`src/rtl/inst_fetch.sv`:
```
// Instruction fetch stage: drives the instruction memory handshake and loads
// the IF/ID pipeline register. A one-entry skid buffer keeps a response that
// arrives while the pipeline is frozen, and branches redirect the fetch PC.
module inst_fetch #(
  parameter logic [31:0] RESET_PC = 32'd0,
  parameter logic [31:0] NOP_WORD = 32'd0
) (
  input  logic        clk,
  input  logic        rst,
  input  logic        freeze,
  input  logic        branch_taken,
  input  logic [31:0] branch_adrs,
  output logic        imem_req,
  output logic [31:0] imem_adrs,
  input  logic [31:0] imem_inst,
  input  logic        imem_ready,
  output logic [31:0] if_pc,
  output logic [31:0] if_inst,
  output logic        if_valid,
  output logic [31:0] fetch_count
);

  localparam int unsigned XLEN = 32;

  typedef enum logic {
    FETCH = 1'b0,
    HOLD  = 1'b1
  } state_t;

  state_t            state;
  logic [XLEN-1:0]   pc;
  logic [XLEN-1:0]   skid_pc;
  logic [XLEN-1:0]   skid_inst;
  logic              outstanding;

  logic [XLEN-1:0]   pc_plus4;
  logic [XLEN-1:0]   branch_target;
  logic              accept;
  logic [1:0]        unused_branch_lsbs;

  // The low address bits of a redirect target are dropped to keep fetches word aligned.
  assign unused_branch_lsbs = branch_adrs[1:0];
  assign branch_target      = {branch_adrs[XLEN-1:2], 2'b00};
  assign pc_plus4           = pc + XLEN'(4);

  // Request is held high while a response is owed, even if the pipe is frozen.
  assign imem_req  = (state == FETCH) && (!freeze || outstanding);
  assign imem_adrs = pc;

  // A response counts only when requested and not killed by a same-cycle branch.
  assign accept = imem_req && imem_ready && !branch_taken;

  // Fetch FSM, PC, skid buffer, IF/ID register and delivered-instruction counter.
  always_ff @(posedge clk or posedge rst) begin
    if (rst) begin
      state       <= FETCH;
      pc          <= RESET_PC;
      outstanding <= 1'b0;
      skid_pc     <= '0;
      skid_inst   <= '0;
      if_pc       <= '0;
      if_inst     <= NOP_WORD;
      if_valid    <= 1'b0;
      fetch_count <= '0;
    end else if (branch_taken) begin
      // Redirect wins over freeze and over any in-flight or arriving response.
      state       <= FETCH;
      pc          <= branch_target;
      outstanding <= 1'b0;
      skid_pc     <= '0;
      skid_inst   <= '0;
      if_inst     <= NOP_WORD;
      if_valid    <= 1'b0;
    end else begin
      case (state)
        FETCH: begin
          if (accept) begin
            pc          <= pc_plus4;
            outstanding <= 1'b0;
            if (freeze) begin
              // Park the word until the pipeline is released.
              skid_pc   <= pc_plus4;
              skid_inst <= imem_inst;
              state     <= HOLD;
            end else begin
              if_pc       <= pc_plus4;
              if_inst     <= imem_inst;
              if_valid    <= 1'b1;
              fetch_count <= fetch_count + XLEN'(1);
            end
          end else begin
            if (imem_req) begin
              outstanding <= 1'b1;
            end
            if (!freeze) begin
              // No word this cycle: insert a bubble, keep the last PC.
              if_inst  <= NOP_WORD;
              if_valid <= 1'b0;
            end
          end
        end
        HOLD: begin
          if (!freeze) begin
            if_pc       <= skid_pc;
            if_inst     <= skid_inst;
            if_valid    <= 1'b1;
            fetch_count <= fetch_count + XLEN'(1);
            state       <= FETCH;
          end
        end
        default: begin
          state <= FETCH;
        end
      endcase
    end
  end

endmodule

```
`config.mk`:
```
export PLATFORM = sky130hd
export DESIGN_NAME = inst_fetch
export DESIGN_NICKNAME = d
export VERILOG_FILES = /design/src/rtl/inst_fetch.sv
export SDC_FILE = /design/constraint.sdc
export NUM_CORES = 1
export LEC_CHECK = 0
export BUFFER_PORTS_ARGS = -buffer_cell sky130_fd_sc_hd__buf_2
export CAP_MARGIN = 5
export CORE_UTILIZATION = 43
export CTS_BUF_LIST = sky130_fd_sc_hd__clkbuf_8
export CTS_CLUSTER_SIZE = 8
export DETAILED_ROUTE_END_ITERATION = 7
export PLACE_DENSITY = 0.71
export REMOVE_ABC_BUFFERS = 1
export SYNTH_ARGS = -nofsm -noshare
export SYNTH_HDL_FRONTEND = slang
export SYNTH_SLANG_ARGS = --single-unit
```
`constraint.sdc`:
```
create_clock -name clk -period 6.4 [get_ports clk]
set_clock_uncertainty 0.2 [all_clocks]
set_input_delay 0.96 -clock clk [delete_from_list [all_inputs] [get_ports clk]]
set_output_delay 0.96 -clock clk [all_outputs]
set_load 0.02 [all_outputs]
```
==> results.yml <==
power:
  p_leak_uw: 0.00484
  vdd_drop_max_v: 0.000139
  powerDensity_nw_per_um2: 257
min_path:
  holdCritPathClass: "reg2reg"
  hp-start: "skid_pc[15]"
  holdPathEnd: "skid_pc[15]"
  worstHoldPathCells: 2
finish:
  antenna_cells: 0
  syn_to_final_growth_pct: 16.9
  final_layout_size_suffix_gt1_share_pct: 22.7
  final_nets: 1171
  layout_commonest_cell: "buf_2"
  final_util_pct: 51.9
  final_cell_mix: "buf_2 (193), dfrtp_1 (190), nand2_1 (141)"
floorplan:
  initial_utilization_pct: 44.4
  core_um2: 20500
  ios: 199
  die-area_um2: 21700
  num_rows: 52
  dieWidth_um: 147
  die_h_um: 147
logic_synthesis:
  synth-compound-area-share_pct: 12.2
  synth_edf_count: 0
  synth_mux_area_share_pct: 0.839
  yosys.area_share.adder_pct: 0.275
  yosysTopAreaCell: "dfrtp_1"
  postSynthAreaPerCell_um2: 9.60
  synth_seq_cells: 191
  synth-main-ff-cell: "dfrtp_1"
  yosys.cell_types.count: 45
  ys_async_sr_fraction_pct: 100
  yosysWarnings: 0
  synth.area.top_cells: "dfrtp_1 (53%), o21ai_0 (6.1%), nand2_1 (5.8%)"
  synth-simple-area-share_pct: 22.4
  yosysTopAreaCellShare_pct: 52.6
  yosys.area_share.xor_xnor_pct: 8.19
  syn_inst: 947
  netlist_area_um2: 9090
  yosysSeqAreaShare_pct: 52.6
  synth_top_family_by_area: "simple AND/OR/NAND/NOR gates"
timing:
  hold_viol_final: 0
  worst_pin_slew_ps: 992
  finalSetupViolCount: 0
  slew_viol_final: 0
  period_minus_slack_ps: 3280
  setup_tns_ps: 0
  period_share_pct: 51.2
  slew_headroom_pct: 33.7
  grt_setup_unrepaired: "no"
  max_freq_ghz: 0.305
clock_network:
  cts.sinks: 191
  cts.clk_slew.worst_paths_ps: 90
  cts_tree: "built"
  clkLatencyLatePin_ps: 460
  clockBufferDepth: 2
  cts_setup_buffers: 0
  cts_buffers: 17
  cts.repair.resized: 0
  holdBufCountCts: 0
  cts_htree_levels: 4
  cts_root_buffer: "clkbuf_8"
critical_path:
  start_kind: "input port"
  reg2reg_to: "imem_adrs[28]"
  worstPathArrival_ps: 3390
  worst_ep_required_time_ps: 6510
  cp-startpoint: "imem_ready"
  worstSetupPathType: "in2reg"
  regToRegStartpoint: "state"
  reg2reg_depth: 5
  crit_fanout: 36
  ff2ff_setup_slack_ps: 3530
  endpoint_kind: "register"
job:
  drv_cap: 0
global_route:
  antenna_found_initial: 0
  grt_pass1_vias: 7088
  grt_pass1_wl_um: 38200
  grtUsageTotal_pct: 22.2
  grt_max_degree: 136
  overflow: 0
route:
  vias: 7499
  wire_per_inst_um: 17.0
  drc: 0
  drt-vias-per-instance: 5.42
  dr.first_iter.drc_count: 444
  finalWirelength_um: 23500
  drtAntennaViolNets: 0
  dr.pass1.iters: 8
placement:
  hpwl_um: 15200
  portBuffers: 194
  gp_congestion: 0.812
run_status:
  status: "finished clean"
## cell families after synthesis
| kind of cell | count (synthesis) |
|---|---|
| and+or+nand+nor | 398 |
| DFF | 191 |
| AOI/OAI and AO/OA | 187 |
| xor gates and xnor gates | 85 |
| buffers and inverters | 76 |
| muxes | 7 |
| adders and majority gates | 2 |
| other | 1 |
## sequential cells by signal (all words and copies together), names as in the netlist
name,count
fetch_count,32
state,1
if_inst,32
imem_adrs,30
skid_inst,32
skid_pc,31
if_pc,31
outstanding,1
if_valid,1
## power breakdown
group | switching [uW] | internal [uW] | total (uW)
clock | 435 | 368 | 803
combinational | 330 | 179 | 508
sequential | 106 | 1320 | 1420
## worst max-delay path, cell delays in order
cell and delay [ps]:
buf_2 250, nor2b_4 870, nand4_2 490, nor4_1 560
xnor2_1 170, o21ai_0 80
## cell type report
cell class	instances	area (um^2)
Inverter	5	26.3
Clock buffer	19	262
Fill cell	1933	9870
Multi-Input combinational cell	681	4040
Clock inverter	13	136
Timing Repair Buffer	204	1050
Tap cell	270	338
Sequential cell	191	4780
## worst max-delay path by stage
| stage | endpoint | depth (start not counted) |
|---|---|---|
| floorplan | skid_inst[0] | 3 |
| global placement | imem_adrs[28] | 6 |
| global route | imem_adrs[28] | 6 |
| CTS | imem_adrs[28] | 6 |
| finish | imem_adrs[28] | 6 |
| detailed placement | imem_adrs[28] | 6 |
## cell usage after synthesis (all sizes together), types with 3 or more instances
cell type,instances
a21oi,18
a221oi,32
a31oi,3
and3,16
and4,8
buf,17
clkbuf,54
dfrtp,191
inv,5
mux2,5
nand2,141
nand2b,37
nand3,28
nand4,27
nor2,38
nor2b,37
nor3,44
nor4,12
o21ai,111
o22ai,11
xnor2,54
xor2,31
## routing by layer
layer  vias to the layer above  track usage [%]  share of wire, %
met5                         -                0                 0
met4                         0             6.75               1.5
met3                        28             3.33               5.2
met2                       244             34.8                47
met1                      3626             31.8                46
li1                       3601                -                 -
## stage by stage
step | hold WS [ps] | setup WS [ps] | total power [uW] | cells | cell area (um^2)
5_1_grt | 306 | 2930 | 2880 | 1383 | 10600
4_1_cts | 284 | 3090 | 2760 | 1383 | 10600
3_5_place_dp | 263 | 2610 | 1960 | 1351 | 10200
3_3_place_gp | 253 | 2670 | 1950 | 1351 | 10200
6_report | 282 | 3120 | 2730 | 1383 | 10600
2_1_floorplan | 241 | -153 | 1730 | 877 | 8800
Note: power is estimated with default switching activity, not from simulation.
